[src/rtl/display_mux_ctrl_pkg.sv]
// display_mux_ctrl_pkg
//   Shared constants for the two-digit multiplexed 7-segment display
//   controller: FSM state encoding, active-low digit enables, the blank
//   pattern and the hex-to-segment lookup table.
//   Segment bit order is bit6=g ... bit0=a, all active-low.
package display_mux_ctrl_pkg;

    typedef enum logic [1:0] {
        IDLE = 2'd0,
        DIG0 = 2'd1,
        DIG1 = 2'd2
    } state_t;

    localparam logic [6:0] SEG_BLANK = 7'h7F;

    localparam logic [1:0] AN_OFF  = 2'b11;
    localparam logic [1:0] AN_DIG0 = 2'b10;
    localparam logic [1:0] AN_DIG1 = 2'b01;

    // Index 0 is the rightmost element, so the list runs F down to 0.
    localparam logic [15:0][6:0] HEX_SEG = {
        7'h0E, 7'h06, 7'h21, 7'h46,   // F E d C
        7'h03, 7'h08, 7'h10, 7'h00,   // b A 9 8
        7'h78, 7'h02, 7'h12, 7'h19,   // 7 6 5 4
        7'h30, 7'h24, 7'h79, 7'h40    // 3 2 1 0
    };

endpackage

[src/rtl/display_mux_ctrl_hex.sv]
// hex_to_seg7
//   Purely combinational nibble to active-low 7-segment decoder.
//   Ports:
//     hex  in  4  nibble to decode
//     seg  out 7  active-low segments, bit6=g ... bit0=a
module hex_to_seg7
    import display_mux_ctrl_pkg::*;
(
    input  logic [3:0] hex,
    output logic [6:0] seg
);

    assign seg = HEX_SEG[hex];

endmodule

[src/rtl/display_mux_ctrl.sv]
// display_mux_ctrl
//   Captures a byte from the processor write-back path and scans it onto a
//   two-digit common-bus 7-segment display. Each digit is held for
//   REFRESH_DIV clock cycles. Scanning starts on the first capture after
//   reset and is never re-phased by later writes.
//   Ports:
//     clk      in  1  system clock, rising edge
//     rst_n    in  1  asynchronous active-low reset
//     wr_en    in  1  capture strobe
//     wr_data  in  8  value to display, sampled when wr_en=1
//     seg      out 7  shared segment bus, active-low, registered
//     an       out 2  digit enables, active-low, registered (an[0]=low nibble)
//     valid    out 1  high once any value has been captured since reset
module display_mux_ctrl
    import display_mux_ctrl_pkg::*;
#(
    parameter int REFRESH_DIV = 50000,
    parameter bit BLANK_LZ    = 1'b1
) (
    input  logic       clk,
    input  logic       rst_n,
    input  logic       wr_en,
    input  logic [7:0] wr_data,
    output logic [6:0] seg,
    output logic [1:0] an,
    output logic       valid
);

    localparam int              CNT_W  = $clog2(REFRESH_DIV);
    localparam logic [CNT_W-1:0] CNT_TC = CNT_W'(REFRESH_DIV - 1);

    state_t           state;
    logic [7:0]       cap;
    logic [CNT_W-1:0] cnt;
    logic             tc;
    logic [3:0]       nib;
    logic [6:0]       hex_seg;
    logic             blank_hi;

    assign tc = (cnt == CNT_TC);

    // One decoder shared by both digits; the state picks the nibble.
    assign nib = (state == DIG1) ? cap[7:4] : cap[3:0];

    hex_to_seg7 u_hex (
        .hex (nib),
        .seg (hex_seg)
    );

    assign blank_hi = BLANK_LZ && (cap[7:4] == 4'h0);

    // Capture register: unconditional load on every strobe.
    always_ff @(posedge clk or negedge rst_n) begin
        if (!rst_n) begin
            cap   <= 8'h00;
            valid <= 1'b0;
        end else if (wr_en) begin
            cap   <= wr_data;
            valid <= 1'b1;
        end
    end

    // Scan FSM, refresh counter and registered display outputs. Outputs are
    // computed from the pre-edge state and capture register, so a write is
    // visible on seg two edges after it is captured.
    always_ff @(posedge clk or negedge rst_n) begin
        if (!rst_n) begin
            state <= IDLE;
            cnt   <= '0;
            seg   <= SEG_BLANK;
            an    <= AN_OFF;
        end else begin
            case (state)
                IDLE: begin
                    // IDLE only exists while valid=0, so any strobe here is
                    // the first capture; the counter is already at zero.
                    cnt <= '0;
                    if (wr_en) state <= DIG0;
                end
                DIG0: begin
                    cnt <= tc ? '0 : cnt + 1'b1;
                    if (tc) state <= DIG1;
                end
                DIG1: begin
                    cnt <= tc ? '0 : cnt + 1'b1;
                    if (tc) state <= DIG0;
                end
                default: begin
                    state <= IDLE;
                    cnt   <= '0;
                end
            endcase

            case (state)
                DIG0: begin
                    an  <= AN_DIG0;
                    seg <= hex_seg;
                end
                DIG1: begin
                    // Leading-zero blank keeps the slot timing, just dark.
                    an  <= blank_hi ? AN_OFF    : AN_DIG1;
                    seg <= blank_hi ? SEG_BLANK : hex_seg;
                end
                default: begin
                    an  <= AN_OFF;
                    seg <= SEG_BLANK;
                end
            endcase
        end
    end

endmodule

[config.mk]
export PLATFORM = sky130hd
export DESIGN_NAME = display_mux_ctrl
export DESIGN_NICKNAME = d
export VERILOG_FILES = /design/src/rtl/display_mux_ctrl_pkg.sv /design/src/rtl/display_mux_ctrl_hex.sv /design/src/rtl/display_mux_ctrl.sv
export SDC_FILE = /design/constraint.sdc
export NUM_CORES = 1
export LEC_CHECK = 0
export ABC_CLOCK_PERIOD_IN_PS = 2400
export CORE_MARGIN = 3
export CORE_UTILIZATION = 50
export DETAILED_ROUTE_END_ITERATION = 6
export GPL_ROUTABILITY_DRIVEN = 1
export HOLD_SLACK_MARGIN = 0.02
export PLACE_DENSITY = 0.72
export SYNTH_ARGS = -nofsm -noshare
export SYNTH_HDL_FRONTEND = slang
export SYNTH_SLANG_ARGS = --single-unit
[constraint.sdc]
create_clock -name clk -period 2.4 [get_ports clk]
set_input_delay 0.48 -clock clk [delete_from_list [all_inputs] [get_ports clk]]
set_output_delay 0.48 -clock clk [all_outputs]
set_load 0.1 [all_outputs]
==> flow_summary.html, run 1 <==
<table>
<tr><th>Metric</th><th>Value</th></tr>
<tr><th colspan="2">STA</th></tr>
<tr><td>Final setup TNS</td><td>0 ns</td></tr>
<tr><td>RSZ-0062 raised after global routing</td><td>no</td></tr>
<tr><td>Fin crit share</td><td>96.4%</td></tr>
<tr><td>Setup violation total in the final timing report</td><td>0</td></tr>
<tr><td>Worst-Margin Slew</td><td>0.442 ns</td></tr>
<tr><td>Worst Clk Skew</td><td>0.00887 ns</td></tr>
<tr><td>Number of slew-limit violations in the final report</td><td>0</td></tr>
<tr><td>Relative slew slack</td><td>70.5%</td></tr>
<tr><td>Post-layout min period</td><td>2.31 ns</td></tr>
<tr><td>Hold Fails Final Rpt</td><td>0</td></tr>
<tr><td>Highest achievable clock rate</td><td>432 MHz</td></tr>
<tr><th colspan="2">Routing</th></tr>
<tr><td>Number of DRC violations after detailed routing</td><td>0</td></tr>
<tr><td>Post-detailed-routing wire length</td><td>3530 µm</td></tr>
<tr><td>Vias after detailed routing</td><td>1370</td></tr>
<tr><td>Via-to-Cell Ratio</td><td>5.37</td></tr>
<tr><td>Post-route ant nets</td><td>0</td></tr>
<tr><td>Initial DRC count</td><td>83</td></tr>
<tr><td>Detailed Routing Iterations Pass 1</td><td>4</td></tr>
<tr><td>Average wire per cell in the routed design</td><td>13.8 µm</td></tr>
<tr><th colspan="2">Clock network</th></tr>
<tr><td>Number of buffers added by the clock tree synthesis step</td><td>5</td></tr>
<tr><td>CTS H-tree depth</td><td>2</td></tr>
<tr><td>Clk slew on worst S/H paths</td><td>0.07 ns</td></tr>
<tr><td>Hold Buf Count CTS</td><td>0</td></tr>
<tr><td>Insertion delay to the later sink of the worst-skew pair</td><td>0.29 ns</td></tr>
<tr><td>Clock sink count</td><td>36</td></tr>
<tr><td>Clock root buffer</td><td>clkbuf_8</td></tr>
<tr><td>Clock Tree Buf Depth</td><td>2</td></tr>
<tr><td>Clock tree from TritonCTS</td><td>done</td></tr>
<tr><th colspan="2">Logic synthesis</th></tr>
<tr><td>Post-synth ARST share</td><td>100%</td></tr>
<tr><td>Share of Yosys cell area claimed by the top area cell type</td><td>34.8%</td></tr>
<tr><td>Mapped Avg Cell Area</td><td>10.8 µm²</td></tr>
<tr><td>Cell taking the most area after synthesis</td><td>dfrtp_1</td></tr>
<tr><td>Number of synthesized register bits</td><td>36</td></tr>
<tr><td>Cell count after synthesis</td><td>179</td></tr>
<tr><td>Syn_nets</td><td>203</td></tr>
<tr><td>Seq/Total Area, Yosys</td><td>47.0%</td></tr>
<tr><td>Area contributors post-synth</td><td>dfrtp_1, dfstp_2, ha_1, mux2_2, xnor2_1</td></tr>
<tr><td>Dominant register cell in the synthesized netlist</td><td>dfrtp_1</td></tr>
<tr><td>Cell area after synthesis</td><td>0.00194 mm²</td></tr>
<tr><td>Number of flops mapped to enable cells by yosys</td><td>0</td></tr>
<tr><td>Synthesis Warnings</td><td>0</td></tr>
<tr><td>Count of cell types in the netlist</td><td>39</td></tr>
<tr><th colspan="2">Setup path</th></tr>
<tr><td>Required time worst endpoint</td><td>2.61 ns</td></tr>
<tr><td>Endpoint of the worst register-to-register path</td><td>seg[3]$_DFF_PN1_</td></tr>
<tr><td>Cells on worst reg2reg path</td><td>8</td></tr>
<tr><td>Sequence of cells on the critical path</td><td>inv_1 -&gt; ha_2 -&gt; mux2_2 -&gt; inv_1 -&gt; ha_1 -&gt; mux4_2 -&gt; nor2b_1 -&gt; nor2_1</td></tr>
<tr><td>Dominant cell type by count on the critical path</td><td>inv_1</td></tr>
<tr><td>Type of the setup path with the least slack</td><td>flip-flop to flip-flop</td></tr>
<tr><td>Worst reg2reg setup slack</td><td>0.09 ns</td></tr>
<tr><td>CP Data Arrival Time</td><td>2.52 ns</td></tr>
<tr><td>Launching instance or port of the critical path</td><td>state[0]$_DFFE_PN0P_</td></tr>
<tr><td>Kind of launch point of the worst setup path</td><td>flip-flop</td></tr>
<tr><td>Worst setup path endpoint</td><td>seg[3]$_DFF_PN1_</td></tr>
<tr><td>Delay contributed by the slowest stage of the critical path</td><td>0.46 ns</td></tr>
<tr><td>Startpoint of the most critical register-to-register path</td><td>state[0]$_DFFE_PN0P_</td></tr>
<tr><td>Slowest cell on crit path</td><td>mux4_2</td></tr>
<tr><td>Type of destination of the critical path</td><td>flip-flop</td></tr>
<tr><td>Crit path max fanout</td><td>8</td></tr>
<tr><th colspan="2">Floorplanning</th></tr>
<tr><td>Die W</td><td>68.3 µm</td></tr>
<tr><td>Ports</td><td>21</td></tr>
<tr><td>Total Die Area</td><td>0.00466 mm²</td></tr>
<tr><td>Y dimension of the die</td><td>68.3 µm</td></tr>
<tr><td>Placement Rows</td><td>22</td></tr>
<tr><td>Placeable core region</td><td>0.00369 mm²</td></tr>
<tr><td>Initial Util</td><td>52.6%</td></tr>
<tr><th colspan="2">Layout</th></tr>
<tr><td>Ratio of cells with drive above 1 in the final layout</td><td>22.7%</td></tr>
<tr><td>Post-layout instance area</td><td>0.00227 mm²</td></tr>
<tr><td>Final Net Count</td><td>230</td></tr>
<tr><td>Final Util</td><td>61.6%</td></tr>
<tr><td>Number of inserted diodes</td><td>0</td></tr>
<tr><td>Layout-stage area growth over the synthesis result</td><td>17.2%</td></tr>
<tr><th colspan="2">Placed design</th></tr>
<tr><td>Gp weighted congestion</td><td>0.919</td></tr>
<tr><td>Number of buffers inserted by port buffering</td><td>20</td></tr>
<tr><td>HPWL Detailed</td><td>2500 µm</td></tr>
<tr><td>Total cell area at the placement stage</td><td>0.00218 mm²</td></tr>
<tr><th colspan="2">Run</th></tr>
<tr><td>MaxCap Viol Count</td><td>0</td></tr>
<tr><th colspan="2">Global route</th></tr>
<tr><td>Maximum number of pins on one net before global-route repair</td><td>37</td></tr>
<tr><td>Global route overflow</td><td>0</td></tr>
<tr><td>Global-route wire length before repair</td><td>6070 µm</td></tr>
<tr><td>Antenna violations before repair</td><td>0</td></tr>
<tr><td>Combined global-route utilization of all metal layers</td><td>17.9%</td></tr>
<tr><td>Via count of the first global-routing pass</td><td>1269</td></tr>
<tr><th colspan="2">Run status</th></tr>
<tr><td>Outcome</td><td>finished clean</td></tr>
<tr><th colspan="2">Pwr</th></tr>
<tr><td>Power density over cell area</td><td>639 mW/mm²</td></tr>
<tr><td>Leakage power total</td><td>0.989 nW</td></tr>
<tr><td>Power Total</td><td>0.00145 W</td></tr>
<tr><td>Maximum vdd ir drop</td><td>0.326 mV</td></tr>
<tr><th colspan="2">Worst hold path</th></tr>
<tr><td>Worst min-delay path class</td><td>flip-flop to flip-flop</td></tr>
</table>
==> flip-flops by register name, indices dropped and copies added (netlist names) <==
register / cells
an: 2
seg: 7
cnt: 16
cap: 8
state: 2
valid: 1
==> worst max-delay path: cells and delay by family, from the launching register on <==
family        cells  cell delay [ns]
fa+ha+maj         2             0.52
buf+inv           2             0.26
flops             1             0.41
mux               2             0.90
simple gates      2             0.15
==> report_power, final <==
| group | total, W | switching (W) | leakage (nW) | internal (W) |
|---|---|---|---|---|
| Combinational | 0.000350 | 0.000243 | 0.515 | 0.000107 |
| Clock | 0.000429 | 0.000196 | 0.0455 | 0.000234 |
| Sequential | 0.000675 | 0.0000189 | 0.429 | 0.000656 |
| Total | 0.00145 | 0.000457 | 0.989 | 0.000997 |
==> how the worst min path moves through the flow <==
| stage | startpoint | endpoint | slack, ns | cells after the start |
|---|---|---|---|---|
| floorplan | rst_n | cap[0]$_DFFE_PN0P_ | 0.18 | 0 |
| global placement | valid$_DFFE_PN0P_ | valid$_DFFE_PN0P_ | 0.45 | 1 |
| CTS | valid$_DFFE_PN0P_ | valid$_DFFE_PN0P_ | 0.49 | 1 |
| global route | valid$_DFFE_PN0P_ | valid$_DFFE_PN0P_ | 0.52 | 1 |
| detailed placement | valid$_DFFE_PN0P_ | valid$_DFFE_PN0P_ | 0.46 | 1 |
| finish | valid$_DFFE_PN0P_ | valid$_DFFE_PN0P_ | 0.48 | 1 |
==> per-stage QoR <==
stage | setup WS, ns | hold WS (ns) | std cells
after floorplan | 0.0934 | 0.184 | 179
after global placement | 0.182 | 0.453 | 247
after detailed placement | 0.0510 | 0.460 | 247
after CTS | 0.0383 | 0.487 | 255
after global routing | 0.00940 | 0.517 | 255
final | 0.0866 | 0.482 | 255
==> logic make-up (layout without fill, tap and decap cells) <==
group                      after synthesis  count (layout)  share of synthesized area (%)
and+or+nand+nor                         66              66                           18.1
xor gates and xnor gates                16              16                           7.23
adders and majority gates               13              13                           8.39
DFF                                     36              36                           47.0
buffers and inverters                   14              42                           3.16
muxes                                   17              17                           10.1
AOI/OAI and AO/OA                       17              17                           6.06
==> cells in the mapped netlist (2+ instances only) <==
master    count
a21oi_1       3
a31oi_1       5
and2_1        2
clkbuf_1      2
dfrtp_1      27
dfstp_2       9
ha_1         13
inv_1        10
mux2_2       10
mux2i_1       6
nand2_1       7
nand2b_1      4
nand3_1       6
nand4_1       4
nor2_1       23
nor3_1        4
nor4_1        4
o21ai_0       2
o21bai_1      2
o221a_2       2
or3_1         2
xnor2_1      11
xor2_1        5
==> cells in the final DEF, fill, tap and decap left out, drive strengths merged, types with 4 or more instances in the layout <==
master	instances
dfrtp	27
clkbuf	8
nand4	4
ha	13
nor2	23
dfstp	9
buf	14
mux2i	6
inv	10
nor4	5
nor3	4
mux2	10
nand3	6
clkdlybuf4s50	10
a31oi	5
nand2	7
xor2	5
nand2b	4
xnor2	11
==> layer usage <==
| layer | wire length [µm] | GRT usage (%) | up-vias |
|---|---|---|---|
| li1 | - | - | 671 |
| met1 | 1690 | 24.8 | 654 |
| met2 | 1610 | 25.6 | 40 |
| met3 | 173 | 3.94 | 5 |
| met4 | 63 | 10.2 | 0 |
| met5 | 0 | 0 | - |
==> timing repair <==
action | 4_1_cts | 5_1_grt
gates resized for setup | 0 | 1
setup endpoints to repair | 0 | 1
setup buffers | 0 | 0
==> layout make-up <==
| cell class | instances | area (µm²) |
|---|---|---|
| Timing Repair Buffer | 24 | 205 |
| Clock buffer | 8 | 90.1 |
| Fill cell | 316 | 1420 |
| Inverter | 10 | 37.5 |
| Sequential cell | 36 | 912 |
| Tap cell | 48 | 60.1 |
| Multi-Input combinational cell | 129 | 968 |
Note: power is estimated with default switching activity, not from simulation.
==> run 2, diff against run 1 <==
--- a/config.mk
+++ b/config.mk
@@ -12,6 +12,8 @@
 export GPL_ROUTABILITY_DRIVEN = 1
 export HOLD_SLACK_MARGIN = 0.02
 export PLACE_DENSITY = 0.72
+export SETUP_SLACK_MARGIN = 0.1
+export SLEW_MARGIN = 30
 export SYNTH_ARGS = -nofsm -noshare
 export SYNTH_HDL_FRONTEND = slang
 export SYNTH_SLANG_ARGS = --single-unit
==> flow_summary.html, run 2 (synthesized netlist as in run 1, its figures left out) <==
<table>
<tr><th>Metric</th><th>Value</th></tr>
<tr><th colspan="2">Setup path</th></tr>
<tr><td>Cells on worst reg2reg path</td><td>8</td></tr>
<tr><td>Dominant cell type by count on the critical path</td><td>inv_1</td></tr>
<tr><td>Type of the setup path with the least slack</td><td>flip-flop to flip-flop</td></tr>
<tr><td>Kind of launch point of the worst setup path</td><td>flip-flop</td></tr>
<tr><td>Delay contributed by the slowest stage of the critical path</td><td>0.45 ns</td></tr>
<tr><td>Slowest cell on crit path</td><td>mux4_2</td></tr>
<tr><td>Type of destination of the critical path</td><td>flip-flop</td></tr>
<tr><td>Sequence of cells on the critical path</td><td>inv_1 -&gt; ha_4 -&gt; mux2_4 -&gt; inv_1 -&gt; ha_1 -&gt; mux4_2 -&gt; nor2b_1 -&gt; nor2_1</td></tr>
<tr><td>Worst reg2reg setup slack</td><td>0.21 ns</td></tr>
<tr><td>Crit path max fanout</td><td>8</td></tr>
<tr><td>Required time worst endpoint</td><td>2.61 ns</td></tr>
<tr><td>CP Data Arrival Time</td><td>2.40 ns</td></tr>
<tr><td>Count of buffer and inverter cells on the critical path</td><td>2</td></tr>
<tr><td>Endpoint of the worst register-to-register path</td><td>seg[3]$_DFF_PN1_</td></tr>
<tr><td>Family with the most delay on the worst path</td><td>multiplexers</td></tr>
<tr><td>Startpoint of the most critical register-to-register path</td><td>state[0]$_DFFE_PN0P_</td></tr>
<tr><th colspan="2">Global route</th></tr>
<tr><td>Maximum number of pins on one net before global-route repair</td><td>37</td></tr>
<tr><td>Global route overflow</td><td>0</td></tr>
<tr><td>Antenna violations before repair</td><td>0</td></tr>
<tr><td>Via count of the first global-routing pass</td><td>1334</td></tr>
<tr><td>Combined global-route utilization of all metal layers</td><td>16.8%</td></tr>
<tr><td>Global-route wire length before repair</td><td>5870 µm</td></tr>
<tr><th colspan="2">Routing</th></tr>
<tr><td>Post-detailed-routing wire length</td><td>3470 µm</td></tr>
<tr><td>Number of DRC violations after detailed routing</td><td>0</td></tr>
<tr><td>Vias after detailed routing</td><td>1362</td></tr>
<tr><td>Post-route ant nets</td><td>0</td></tr>
<tr><td>Average wire per cell in the routed design</td><td>13.6 µm</td></tr>
<tr><td>Initial DRC count</td><td>129</td></tr>
<tr><td>Via-to-Cell Ratio</td><td>5.34</td></tr>
<tr><td>Detailed Routing Iterations Pass 1</td><td>4</td></tr>
<tr><th colspan="2">STA</th></tr>
<tr><td>Highest achievable clock rate</td><td>456 MHz</td></tr>
<tr><td>Number of slew-limit violations in the final report</td><td>0</td></tr>
<tr><td>Post-layout min period</td><td>2.19 ns</td></tr>
<tr><td>Worst Clk Skew</td><td>0.00307 ns</td></tr>
<tr><td>Hold Fails Final Rpt</td><td>0</td></tr>
<tr><td>RSZ-0062 raised after global routing</td><td>no</td></tr>
<tr><td>Fin crit share</td><td>91.3%</td></tr>
<tr><td>Relative slew slack</td><td>70.4%</td></tr>
<tr><td>Final setup TNS</td><td>0 ns</td></tr>
<tr><td>Worst-Margin Slew</td><td>0.443 ns</td></tr>
<tr><td>Setup violation total in the final timing report</td><td>0</td></tr>
<tr><th colspan="2">Clock network</th></tr>
<tr><td>CTS H-tree depth</td><td>2</td></tr>
<tr><td>Number of buffers added by the clock tree synthesis step</td><td>5</td></tr>
<tr><td>Clock tree from TritonCTS</td><td>done</td></tr>
<tr><td>Clock sink count</td><td>36</td></tr>
<tr><td>Insertion delay to the later sink of the worst-skew pair</td><td>0.28 ns</td></tr>
<tr><td>Clk slew on worst S/H paths</td><td>0.07 ns</td></tr>
<tr><td>Post-CTS setup buffer count</td><td>0</td></tr>
<tr><td>Clock Tree Buf Depth</td><td>2</td></tr>
<tr><td>Clock root buffer</td><td>clkbuf_8</td></tr>
<tr><td>Hold Buf Count CTS</td><td>0</td></tr>
<tr><th colspan="2">Floorplanning</th></tr>
<tr><td>Total Die Area</td><td>0.00466 mm²</td></tr>
<tr><td>Initial Util</td><td>52.6%</td></tr>
<tr><td>Y dimension of the die</td><td>68.3 µm</td></tr>
<tr><td>Die W</td><td>68.3 µm</td></tr>
<tr><td>Placement Rows</td><td>22</td></tr>
<tr><td>Placeable core region</td><td>0.00369 mm²</td></tr>
<tr><td>Ports</td><td>21</td></tr>
<tr><th colspan="2">Pwr</th></tr>
<tr><td>Sequential share of power</td><td>44.0%</td></tr>
<tr><td>Power density over cell area</td><td>665 mW/mm²</td></tr>
<tr><td>Portion of total power attributed to combinational logic</td><td>22.7%</td></tr>
<tr><td>Leakage power total</td><td>1.00 nW</td></tr>
<tr><td>Fraction of power spent switching nets</td><td>30.1%</td></tr>
<tr><td>Net switching power of the design</td><td>0.000462 W</td></tr>
<tr><td>Clock network fraction of total power</td><td>33.3%</td></tr>
<tr><td>Internal Power</td><td>0.00107 W</td></tr>
<tr><td>Maximum vdd ir drop</td><td>0.405 mV</td></tr>
<tr><th colspan="2">Placed design</th></tr>
<tr><td>HPWL Detailed</td><td>2510 µm</td></tr>
<tr><td>Number of placed instances, taps included</td><td>247</td></tr>
<tr><td>Number of buffers inserted by port buffering</td><td>20</td></tr>
<tr><td>Gp weighted congestion</td><td>0.901</td></tr>
<tr><th colspan="2">Worst hold path</th></tr>
<tr><td>Hold Path Origin</td><td>valid$_DFFE_PN0P_</td></tr>
<tr><td>Hold endpoint</td><td>valid$_DFFE_PN0P_</td></tr>
<tr><td>Worst min-delay path class</td><td>flip-flop to flip-flop</td></tr>
<tr><td>Hold path depth</td><td>1</td></tr>
<tr><th colspan="2">Layout</th></tr>
<tr><td>Most common library cell in the layout ignoring fill and taps</td><td>dfrtp_1</td></tr>
<tr><td>Final Net Count</td><td>230</td></tr>
<tr><td>Layout-stage area growth over the synthesis result</td><td>18.8%</td></tr>
<tr><td>Final Non-Filler Cells</td><td>255</td></tr>
<tr><td>Registers with the most flip-flops</td><td>cnt: 16 flops, cap: 8 flops, seg: 7 flops</td></tr>
<tr><td>Number of inserted diodes</td><td>0</td></tr>
<tr><td>Register ranked first by flip-flop count</td><td>cnt</td></tr>
<tr><td>Most used cells in the layout excluding fill and tap cells</td><td>dfrtp_1, nor2_1, buf_4</td></tr>
<tr><td>Flip-flop count of the largest register after layout</td><td>16</td></tr>
<tr><td>Ratio of cells with drive above 1 in the final layout</td><td>23.2%</td></tr>
<tr><th colspan="2">Run</th></tr>
<tr><td>MaxCap Viol Count</td><td>0</td></tr>
<tr><th colspan="2">Run status</th></tr>
<tr><td>Outcome</td><td>finished clean</td></tr>
</table>
-- run 2: through the flow --
stage / utilization (%) / hold slack [ns] / area, µm² / worst slack, ns / total power [W]
final: 62.5 / 0.474 / 2300 / 0.209 / 0.00153
after global routing: 62.5 / 0.486 / 2300 / 0.121 / 0.00160
after CTS: 62.1 / 0.480 / 2290 / 0.116 / 0.00155
after detailed placement: 59.1 / 0.452 / 2180 / 0.0684 / 0.00103
after global placement: 59.1 / 0.451 / 2180 / 0.181 / 0.00103
after floorplan: - / 0.184 / 1940 / 0.139 / 0.000947
-- run 2: worst max-delay path by stage --
stage                               startpoint          endpoint  cells after the start  slack (ns)
after floorplan           state[0]$_DFFE_PN0P_  seg[3]$_DFF_PN1_                      9        0.14
after global placement    state[0]$_DFFE_PN0P_  seg[3]$_DFF_PN1_                      8        0.18
after detailed placement  state[0]$_DFFE_PN0P_  seg[3]$_DFF_PN1_                      8        0.07
after CTS                 state[0]$_DFFE_PN0P_  seg[3]$_DFF_PN1_                      8        0.12
after global routing      state[0]$_DFFE_PN0P_  seg[3]$_DFF_PN1_                      8        0.12
final                     state[0]$_DFFE_PN0P_  seg[3]$_DFF_PN1_                      8        0.21
-- run 2: cell type report --
type / count / area, µm²
clock buffer: 6 / 72.6
inverter: 10 / 37.5
multi-input combinational: 129 / 982
fill: 312 / 1380
tap: 48 / 60.1
timing repair buffer: 24 / 205
clock inverter: 2 / 35.0
sequential: 36 / 912
-- run 2: power by group through the flow --
stage	sequential (W)	combinational [W]	clock, W
after floorplan	0.000847	0.000100	0
after global placement	0.000685	0.000344	0
after detailed placement	0.000685	0.000349	0
after CTS	0.000674	0.000349	0.000525
after global routing	0.000678	0.000372	0.000553
final	0.000674	0.000349	0.000510
-- run 2: repair_timing --
action,in CTS,in global routing
gates resized for setup,1,2
endpoints found under the setup margin,1,1
pin swaps,0,0
-- run 2: routing by layer --
| metal | wire (µm) | global-route usage, % | vias to the layer above | part of all wire [%] |
|---|---|---|---|---|
| li1 | - | - | 683 | - |
| met4 | 45 | 7.44 | 0 | 1.3 |
| met5 | 0 | 0 | - | 0 |
| met3 | 137 | 3.94 | 5 | 3.9 |
| met2 | 1600 | 23.9 | 32 | 46 |
| met1 | 1680 | 24.1 | 642 | 49 |
-- run 2: worst register-to-register path, delay by kind of cell, from the launching register on --
kind,cells,cell delay [ns]
buffers and inverters,2,0.28
DFF,1,0.42
adders and majority gates,2,0.45
and+or+nand+nor,2,0.17
muxes,2,0.81
